`src/rtl/ascon_block_packer.sv`:
```
// ---------------------------------------------------------------------------
// ascon_block_packer
//   Packs a byte stream big-endian into 64-bit ASCON-128 rate blocks and
//   presents them on a registered valid/ready output. One block is held in
//   assembly while another is held in the output register.
//
//   Build option: define ASCON_PACK_PAD_EN for ASCON 10* padding (0x80 after
//   the last byte, plus an extra pad block for multiple-of-8 messages).
//   Without it the last block is zero-filled and marked last with no extra block.
//
// Ports
//   clock_i       system clock, rising edge
//   resetb_i      asynchronous active-low reset
//   clear_i       synchronous abort, flushes all state
//   byte_i        input byte
//   byte_valid_i  byte_i valid
//   byte_last_i   byte_i is the final message byte
//   byte_ready_o  packer accepts a byte this cycle
//   data_o        packed block
//   data_valid_o  data_o valid
//   data_last_o   data_o is the final block
//   data_ready_i  consumer takes data_o this cycle
//   busy_o        message in progress or block pending
// ---------------------------------------------------------------------------
module ascon_block_packer #(
   parameter int unsigned RATE_BYTES = 8,
   parameter int unsigned CNT_W      = 3
) (
   input  logic        clock_i,
   input  logic        resetb_i,
   input  logic        clear_i,
   input  logic [7:0]  byte_i,
   input  logic        byte_valid_i,
   input  logic        byte_last_i,
   output logic        byte_ready_o,
   output logic [63:0] data_o,
   output logic        data_valid_o,
   output logic        data_last_o,
   input  logic        data_ready_i,
   output logic        busy_o
);

   localparam logic [CNT_W-1:0] LAST_IDX  = CNT_W'(RATE_BYTES - 1);
   localparam logic [63:0]      PAD_BLOCK = 64'h8000_0000_0000_0000;

   typedef enum logic [1:0] {
      S_FILL = 2'd0,
`ifdef ASCON_PACK_PAD_EN
      S_PAD  = 2'd2,
`endif
      S_WAIT = 2'd1
   } state_t;

   state_t             state_q, state_d;
   logic [63:0]        asm_q, asm_d;
   logic [CNT_W-1:0]   cnt_q, cnt_d;
   logic [63:0]        out_q, out_d;
   logic               val_q, val_d;
   logic               lst_q, lst_d;
   logic               blk_last_q, blk_last_d;
`ifdef ASCON_PACK_PAD_EN
   logic               pad_pend_q, pad_pend_d;
   logic               pad_next;
`endif

   logic               out_free;
   logic               byte_xfer;
   logic               blk_last;
   logic [63:0]        new_blk;
   logic [CNT_W+2:0]   byte_sh;

   always_comb begin
      state_d    = state_q;
      asm_d      = asm_q;
      cnt_d      = cnt_q;
      out_d      = out_q;
      val_d      = val_q;
      lst_d      = lst_q;
      blk_last_d = blk_last_q;
`ifdef ASCON_PACK_PAD_EN
      pad_pend_d = pad_pend_q;
`endif

      out_free  = !val_q || data_ready_i;
      byte_xfer = byte_valid_i && (state_q == S_FILL);

      // asm_q is cleared whenever a block leaves, so unused slots are already
      // zero and the new byte (and pad marker) can simply be OR-ed in.
      byte_sh = {CNT_W'(LAST_IDX - cnt_q), 3'b000};
      new_blk = asm_q | ({56'd0, byte_i} << byte_sh);
`ifdef ASCON_PACK_PAD_EN
      if (byte_last_i && (cnt_q != LAST_IDX))
         new_blk = new_blk | (64'h80 << {CNT_W'(LAST_IDX - cnt_q - 1'b1), 3'b000});
      // A full final block is not last: the pad block follows it.
      blk_last = byte_last_i && (cnt_q != LAST_IDX);
      pad_next = byte_last_i && (cnt_q == LAST_IDX);
`else
      blk_last = byte_last_i;
`endif

      if (val_q && data_ready_i) begin
         val_d = 1'b0;
         lst_d = 1'b0;
      end

      case (state_q)
         S_FILL: begin
            if (byte_xfer) begin
               if (!byte_last_i && (cnt_q != LAST_IDX)) begin
                  asm_d = new_blk;
                  cnt_d = cnt_q + 1'b1;
               end else if (out_free) begin
                  out_d = new_blk;
                  val_d = 1'b1;
                  lst_d = blk_last;
                  asm_d = '0;
                  cnt_d = '0;
`ifdef ASCON_PACK_PAD_EN
                  state_d = pad_next ? S_PAD : S_FILL;
`endif
               end else begin
                  asm_d      = new_blk;
                  blk_last_d = blk_last;
`ifdef ASCON_PACK_PAD_EN
                  pad_pend_d = pad_next;
`endif
                  state_d    = S_WAIT;
               end
            end
         end
         S_WAIT: begin
            if (out_free) begin
               out_d = asm_q;
               val_d = 1'b1;
               lst_d = blk_last_q;
               asm_d = '0;
               cnt_d = '0;
`ifdef ASCON_PACK_PAD_EN
               state_d = pad_pend_q ? S_PAD : S_FILL;
`else
               state_d = S_FILL;
`endif
            end
         end
`ifdef ASCON_PACK_PAD_EN
         S_PAD: begin
            if (out_free) begin
               out_d   = PAD_BLOCK;
               val_d   = 1'b1;
               lst_d   = 1'b1;
               state_d = S_FILL;
            end
         end
`endif
         default: state_d = S_FILL;
      endcase

      if (clear_i) begin
         state_d    = S_FILL;
         asm_d      = '0;
         cnt_d      = '0;
         out_d      = '0;
         val_d      = 1'b0;
         lst_d      = 1'b0;
         blk_last_d = 1'b0;
`ifdef ASCON_PACK_PAD_EN
         pad_pend_d = 1'b0;
`endif
      end
   end

   always_ff @(posedge clock_i or negedge resetb_i) begin
      if (!resetb_i) begin
         state_q    <= S_FILL;
         asm_q      <= '0;
         cnt_q      <= '0;
         out_q      <= '0;
         val_q      <= 1'b0;
         lst_q      <= 1'b0;
         blk_last_q <= 1'b0;
`ifdef ASCON_PACK_PAD_EN
         pad_pend_q <= 1'b0;
`endif
      end else begin
         state_q    <= state_d;
         asm_q      <= asm_d;
         cnt_q      <= cnt_d;
         out_q      <= out_d;
         val_q      <= val_d;
         lst_q      <= lst_d;
         blk_last_q <= blk_last_d;
`ifdef ASCON_PACK_PAD_EN
         pad_pend_q <= pad_pend_d;
`endif
      end
   end

   assign byte_ready_o = (state_q == S_FILL);
   assign data_o       = out_q;
   assign data_valid_o = val_q;
   assign data_last_o  = lst_q;
   assign busy_o       = (cnt_q != '0) || (state_q != S_FILL) || val_q;

endmodule

```
`config.mk`:
```
export PLATFORM = sky130hd
export DESIGN_NAME = ascon_block_packer
export DESIGN_NICKNAME = d
export VERILOG_FILES = /design/src/rtl/ascon_block_packer.sv
export SDC_FILE = /design/constraint.sdc
export NUM_CORES = 1
export LEC_CHECK = 0
export ABC_CLOCK_PERIOD_IN_PS = 5350
export CAP_MARGIN = 20
export CORE_MARGIN = 2
export CORE_UTILIZATION = 50
export CTS_BUF_LIST = sky130_fd_sc_hd__clkbuf_8
export CTS_CLUSTER_DIAMETER = 40
export CTS_CLUSTER_SIZE = 12
export DETAILED_ROUTE_END_ITERATION = 7
export PLACE_DENSITY = 0.73
export SYNTH_ARGS = -nofsm -noshare
export SYNTH_HDL_FRONTEND = slang
export SYNTH_SLANG_ARGS = --single-unit
```
`constraint.sdc`:
```
create_clock -name clock_i -period 5.35 [get_ports clock_i]
set_input_delay 1.07 -clock clock_i [delete_from_list [all_inputs] [get_ports clock_i]]
set_output_delay 1.07 -clock clock_i [all_outputs]
set_load 0.05 [all_outputs]
```
==> run summary, run 1 <==
The core occupancy in the finished layout is 61.0%. The run finished with clean final reports. Setup violations remaining at the end of the flow were counted as 0.

The pin slew with the least headroom to its limit is 1010 ps. The maximum clock path buffer count came out at 2. The unique cell type count in the Yosys netlist is 41. TritonCTS built the clock tree.

The switching power is 596 uW. Hold timing on the final database bottoms out at a slack of 430 ps. The clock buffer count from CTS came out at 17. The total length of routed wires came out at 16300 um. Net switching is 26.1% of the power.

The number of synthesized flops with an enable pin is 0. The ratio of cells with drive above 1 in the final layout came out at 15.1%. Internal power comes to 1.69 mW. Setup repair after global routing left no endpoint under its margin.

The power consumption is 2.29 mW. The critical path in this run is classified as flip-flop to output port. In the synthesized netlist, the number of instances is 598. The number of top-level design ports is 82.

Across the VDD grid, the largest voltage drop is 0.162 mV. The area enclosed by the die boundary is 0.0137 mm^2. The sum of negative setup slack is 0 ps. The post-synth net total came out at 615. The cell area that synthesis handed to floorplanning was 0.00640 mm^2. The max-slew headroom at the worst pin came out at 32.4%. The synthesized flop and latch total came out at 135. The data arrival time of the critical path came out at 2450 ps. The height of the die is 117 um. The placed wire-length estimate after detailed placement came out at 10100 um. In the layout the commonest cells are dfrtp_1, clkdlybuf4s50_1, inv_1. The number of antenna violations at the first check in global routing came out at 0. The largest net degree at the start of global routing came out at 129.

The H-tree was split into 4 levels. The highest achievable clock rate came out at 0.284 GHz. The number of cells on the worst reg-to-reg path is 6.

The worst-path maximum fanout came out at 16. The synthesis warning total is 0. The standard cell area after detailed placement is 0.00717 mm^2. Dividing the detail-routed wire length by the instance count gives 19.7 um. After global routing the overflow that remains totals 0. The global-route wire length before repair came out at 26100 um.

After clock tree synthesis, the clock-pin slew on the worst setup and hold paths is 70 ps. The via density per instance is 6.04. The relative contribution of sequential cells to total power came out at 46.1%.

The sequential cell area fraction in the yosys report came out at 52.8%. At the end of the flow, the number of nets in the layout was 661. The via count came out at 5011. The total routing usage reported by global routing is 25.4%. In this run the static leakage power is 3.25 nW. In this run the most used layer during global routing was met2.

The share of flip-flops with an asynchronous set or reset came out at 100%. The worst hold path belongs to the class input pin to async pin. 0 antenna diodes ended up in the layout.

The count of input and output buffers came out at 81. The root buffer cell chosen for the clock tree is clkbuf_8. The DRC marker count from the first detailed-route iteration is 549.

The final hold violation count was 0. The clock network fraction of total power came out at 41.9%. After synthesis, the cell types taking the most area are dfrtp_1, mux2_2, nand4_1. The standard cell core area came out at 0.0126 mm^2. The count of standard-cell rows came out at 41.

The synthesis-to-layout area growth came out at 19.8%. For this run, the leading register cell type out of synthesis is dfrtp_1. The worst path uses 65.7% of the clock period.

The most critical setup path has its startpoint at cnt_q[0]$_DFFE_PN0N_. In this run the critical register-to-register path is launched from cnt_q[0]$_DFFE_PN0N_. The met1 global-route usage is 35.2%. The total DRC errors in the routed layout is 0. The starting density of the core is 50.9%.

The worst setup path is launched from a flip-flop. The minimum clock period after layout is 3520 ps. The number of gates given a new drive strength after cts is 0. The max-slew violation count was 0.

The worst reg-to-reg setup slack is 2720 ps. The average instance in the mapped netlist occupies 10.7 um^2. The number of global-route vias before repair came out at 4856. The clock reaches the later pin of the worst-skew pair after 450 ps. The clock arrives with 5.35 ps of skew. The final antenna-violating net count came out at 0. The tool flagged a number of max-cap violations equal to 0. The worst register-to-register path ends at data_o[49]$_DFFE_PN0P_. The met2 track demand over resource came out at 39.2%. Leaving out fill and tap cells, the most frequent cell in the layout is dfrtp_1. The worst setup path is captured at an output port. The post-cts hold buffer count came out at 0.

The die span in x came out at 117 um. dfrtp_1 takes more of the synthesized area than any other cell. The number of buffers added for setup after CTS is 0. The combinational share of power is 11.9%.

The power per standard cell area came out at 298 mW/mm^2. The met3 track demand over resource in global routing came out at 5.61%. The fraction of post-synthesis cell area in the top cell type by area came out at 52.8%. The final estimated routing congestion in global placement came out at 0.919.

The clock sink count came out at 135. The count of TritonRoute iterations in the first routing pass is 5. For the worst setup path, the data required time is 4280 ps. The summed area of non-filler cells in the final layout came out at 0.00767 mm^2.
critical path, stage by stage, from the launching register on:
cell,delay (ps)
dfrtp_1,700
inv_1,160
ha_1,240
nand3_1,80
clkdlybuf4s50_1,810
stage by stage:
stage	setup slack (ps)	instances
after floorplan	2770	598
after global placement	2190	793
after detailed placement	2090	793
after CTS	1860	825
after global routing	1770	829
final	1830	829
Yosys cell counts (2+ instances only):
master / n
or4b_1: 3
nor2_1: 4
o21ai_1: 3
mux2_1: 22
nand4_1: 67
clkbuf_1: 26
mux2_2: 42
nor4_1: 2
o22ai_1: 56
o22ai_2: 7
clkbuf_2: 2
buf_6: 5
dfrtp_1: 135
nand2b_1: 11
buf_2: 25
buf_4: 5
buf_1: 2
ha_1: 3
and2_1: 9
inv_1: 69
a21oi_1: 65
nor2b_1: 11
nand4bb_1: 5
a211oi_1: 2
metal layers:
metal  up-vias  wire (um)
met5         -          0
met3        44       1120
met2       237       7790
met1      2492       6960
li1       2238          -
met4         0        443
flip-flops by register name, indices dropped and copies added, names as in the netlist:
| name | flops |
|---|---|
| state_q | 1 |
| asm_q | 64 |
| blk_last_q | 1 |
| cnt_q | 3 |
| data_o | 64 |
| data_valid_o | 1 |
| data_last_o | 1 |
layout make-up:
cell class | instances | area, um^2
multi-input combinational | 329 | 2450
inverter | 69 | 259
clock buffer | 18 | 248
tap | 172 | 215
clock inverter | 14 | 206
sequential | 135 | 3380
fill | 1057 | 4900
timing repair buffer | 92 | 918
logic make-up after synthesis:
logic type	after synthesis	synth area share, %
compound gates	141	13.7
simple gates	121	12.4
buf+inv	134	9.26
flops	135	52.8
mux	64	11.3
fa+ha+maj	3	0.586
power by group through the flow:
stage | Sequential [mW] | Clock, mW | Combinational [mW]
after CTS | 1.06 | 0.969 | 0.268
after global routing | 1.06 | 1.02 | 0.290
after global placement | 1.07 | 0 | 0.263
final | 1.06 | 0.960 | 0.273
after floorplan | 1.12 | 0 | 0.127
after detailed placement | 1.08 | 0 | 0.267
how the worst max path moves through the flow:
| stage | slack [ps] | cells after the start | end |
|---|---|---|---|
| 2_1_floorplan | 2770 | 3 | busy_o |
| 4_1_cts | 1860 | 4 | busy_o |
| 3_5_place_dp | 2090 | 5 | asm_q[8]$_DFFE_PN0P_ |
| 3_3_place_gp | 2190 | 5 | asm_q[11]$_DFFE_PN0P_ |
| 5_1_grt | 1770 | 4 | busy_o |
| 6_report | 1830 | 4 | busy_o |
Power figures use the tool's default switching activity.
==> run 2, diff against run 1 <==
--- a/config.mk
+++ b/config.mk
@@ -5,7 +5,7 @@
 export SDC_FILE = /design/constraint.sdc
 export NUM_CORES = 1
 export LEC_CHECK = 0
-export ABC_CLOCK_PERIOD_IN_PS = 5350
+export ABC_CLOCK_PERIOD_IN_PS = 3600
 export CAP_MARGIN = 20
 export CORE_MARGIN = 2
 export CORE_UTILIZATION = 50
==> constraint.sdc (replaced) <==
create_clock -name clock_i -period 3.6 [get_ports clock_i]
set_input_delay 0.72 -clock clock_i [delete_from_list [all_inputs] [get_ports clock_i]]
set_output_delay 0.72 -clock clock_i [all_outputs]
set_load 0.05 [all_outputs]
==> run 2 against run 1 <==
  * Combinational power up 49%
  * Total power up 46%
  * Core utilization down 0.060 points
  * Clock skew up 2.7 ps
  * Hold slack worse by 110 ps
  * First-iteration DRC count down 13%
  * Design area about the same
  * Sequential cell count unchanged
  * Wire length about the same
  * Critical path type unchanged
  * Largest power group unchanged
  * Highest routed layer unchanged
==> run summary, run 2 (synthesized netlist as in run 1, its figures left out) <==
The level count of the clock H-tree is 4 (unchanged). The die span in x came out at 117 um (unchanged). The CTS clock-pin slew for the worst setup and hold paths is 70 ps (about the same). The count of standard-cell rows came out at 41 (unchanged).

The share of the clock period used by the worst path is 85.2%. The via density per instance came out at 6.11 (+1.1%). The starting density of the core came to 50.9% (unchanged). The total area of multi-input combinational cells is 0.00245 mm^2 (unchanged). The area enclosed by the die boundary is 0.0137 mm^2 (unchanged). The endpoint type of the worst setup path is an output port. The worst reg-to-reg setup slack is 1130 ps (-1590 ps).

The maximum clock path buffer count is 2 (unchanged). The critical path goes through inv_1 > ha_1 > nand3_1 > clkdlybuf4s50_1. The number of nets at the end of the flow is 663 (+0.30%). The post-route clock skew came to 8.00 ps (+2.66 ps). The post-cts hold buffer count came out at 0 (unchanged).

The number of top-level design ports came to 82 (unchanged). The number of buffer and inverter stages on the critical path is 2 (unchanged). The minimum clock period after layout came out at 3070 ps. The clock sink count is 135 (unchanged).

In this run the critical register-to-register path is captured at data_o[7]$_DFFE_PN0P_. The pin slew with the least headroom to its limit came out at 750 ps (-264 ps). The number of gates given a new drive strength after cts is 0 (unchanged).

The final hold violation count came out at 0 (unchanged). The sum of negative setup slack came out at 0 ps (unchanged). The number of diodes added for antenna fixing is 0 (unchanged). The global-route wire length before repair came to 26000 um (-0.29%). The ratio of cells with drive above 1 in the final layout is 15.5% (+0.41 points). The max-slew violation count is 0 (unchanged). The standard cell area after detailed placement came out at 0.00720 mm^2 (+0.49%). The height of the die was 117 um (unchanged). The number of cells on the worst reg-to-reg path is 5 (-1). The kind of cell with the highest combined delay on the critical path is buffers and inverters. The startpoint kind of the worst setup timing path is a flip-flop. The worst hold margin is 317 ps (-113 ps). The number of antenna violations at the first check in global routing was 0 (unchanged). The clock buffer count from CTS is 17 (unchanged). The power consumption came out at 3.35 mW (+46%).

The total DRC errors in the routed layout is 0 (unchanged). The worst hold path belongs to the class input pin to async pin. The via count is 5076 (+1.3%). The tree is rooted in a clkbuf_8.

The data arrival time of the critical path came to 2350 ps (-100 ps). The area used by sequential logic in the layout came out at 0.00338 mm^2 (unchanged). The flow ran to the end, and the final reports show no timing, DRC or antenna violations. The reported max-cap violation count is 0 (unchanged). The synthesis-to-layout area growth came out at 19.7% (about the same).

The highest achievable clock rate came out at 0.326 GHz. The number of buffers added for setup after CTS came out at 0 (unchanged). The total length of routed wires is 16300 um (about the same).

The DRC marker count from the first detailed-route iteration came out at 475 (-13%). The standard cell core area came out at 0.0126 mm^2 (unchanged). Leaving out fill and tap cells, the most frequent cell in the layout is dfrtp_1. The final number of setup-violating endpoints came out at 0 (unchanged). The final estimated routing congestion in global placement was 0.931 (+1.3%). The worst-path maximum fanout is 16 (unchanged).

The final antenna-violating net count is 0 (unchanged). Setup repair after global routing left no endpoint under its margin. The startpoint of the worst-slack reg-to-reg timing path is cnt_q[2]$_DFFE_PN0N_. The data required time of the worst path is 2880 ps (-1400 ps). The average routed wire per standard cell is 19.6 um (-0.31%). The summed area of non-filler cells in the final layout is 0.00766 mm^2 (about the same). The slowest stage of the critical path is the clkdlybuf4s50_1 cell.

The clock tree from TritonCTS is done. The power per standard cell area is 437 mW/mm^2 (+46%). The later-pin clock latency in the skew report is 450 ps (about the same).

The core occupancy in the finished layout is 61.0% (about the same). The count of TritonRoute iterations in the first routing pass was 5 (unchanged). The worst setup path is of the flip-flop to output port kind. The max-slew headroom at the worst pin came out at 50.0% (+18 points).

The placed wire-length estimate after detailed placement is 10300 um (+2.0%). The static power due to leakage is 3.25 nW (about the same). The total global routing overflow is 0 (unchanged). In the layout the commonest cells are dfrtp_1, clkdlybuf4s50_1, inv_1. The worst stage delay on the critical path is 800 ps (about the same). The count of input and output buffers is 81 (unchanged). The total routing usage reported by global routing is 25.3% (-0.11 points). The largest net degree at the start of global routing came to 87 (-33%).

The worst IR drop on VDD is 0.246 mV (+52%). The number of global-route vias before repair is 4937 (+1.7%). The count of filler cells inserted in the layout is 1076 (+1.8%).
==> run 2: cell count changes in the layout (fill, tap and decap cells not counted) <==
| cell | change |
|---|---|
| inv_1 | -1 |
| clkbuf_8 | +1 |
| buf_16 | -1 |
| clkinv_2 | +1 |
| bufinv_16 | -1 |
| buf_4 | +2 |
| buf_12 | +1 |
==> run 2: how the worst max path moves through the flow <==
stage                                  to  depth (start not counted)                   start
floorplan                          busy_o                          3  state_q[0]$_DFFE_PN0P_
global placement    data_o[5]$_DFFE_PN0P_                          5                 clear_i
detailed placement  data_o[4]$_DFFE_PN0P_                          5            data_ready_i
CTS                                busy_o                          4    cnt_q[0]$_DFFE_PN0N_
global route                       busy_o                          4    cnt_q[0]$_DFFE_PN0N_
finish                             busy_o                          4    cnt_q[0]$_DFFE_PN0N_
==> run 2: power by group <==
group | switching [mW] | internal (mW) | leakage [nW]
Combinational | 0.278 | 0.130 | 1.16
Clock | 0.585 | 0.786 | 0.221
Sequential | 0.0182 | 1.55 | 1.87
==> run 2: cell type report <==
| cell class | instances | area share [%] |
|---|---|---|
| clock buffers | 19 | 3.41 |
| clock inverters | 13 | 2.32 |
| inverters | 69 | 3.38 |
| multi-input cells | 329 | 31.9 |
| flip-flops and latches | 135 | 44.1 |
| well taps | 172 | 2.81 |
| repair buffers | 94 | 12.1 |
==> run 2: routing by layer <==
metal / vias up / routed length (um) / track usage (%)
met4: 0 / 546 / 12.3
met2: 243 / 7740 / 38.5
li1: 2250 / - / -
met5: - / 0 / 0
met3: 50 / 1070 / 5.61
met1: 2533 / 6950 / 34.5
==> run 2: through the flow <==
| stage | instances | worst slack [ps] |
|---|---|---|
| 2_1_floorplan | 598 | 1370 |
| 3_3_place_gp | 796 | 928 |
| 3_5_place_dp | 796 | 852 |
| 4_1_cts | 828 | 504 |
| 5_1_grt | 831 | 426 |
| 6_report | 831 | 534 |
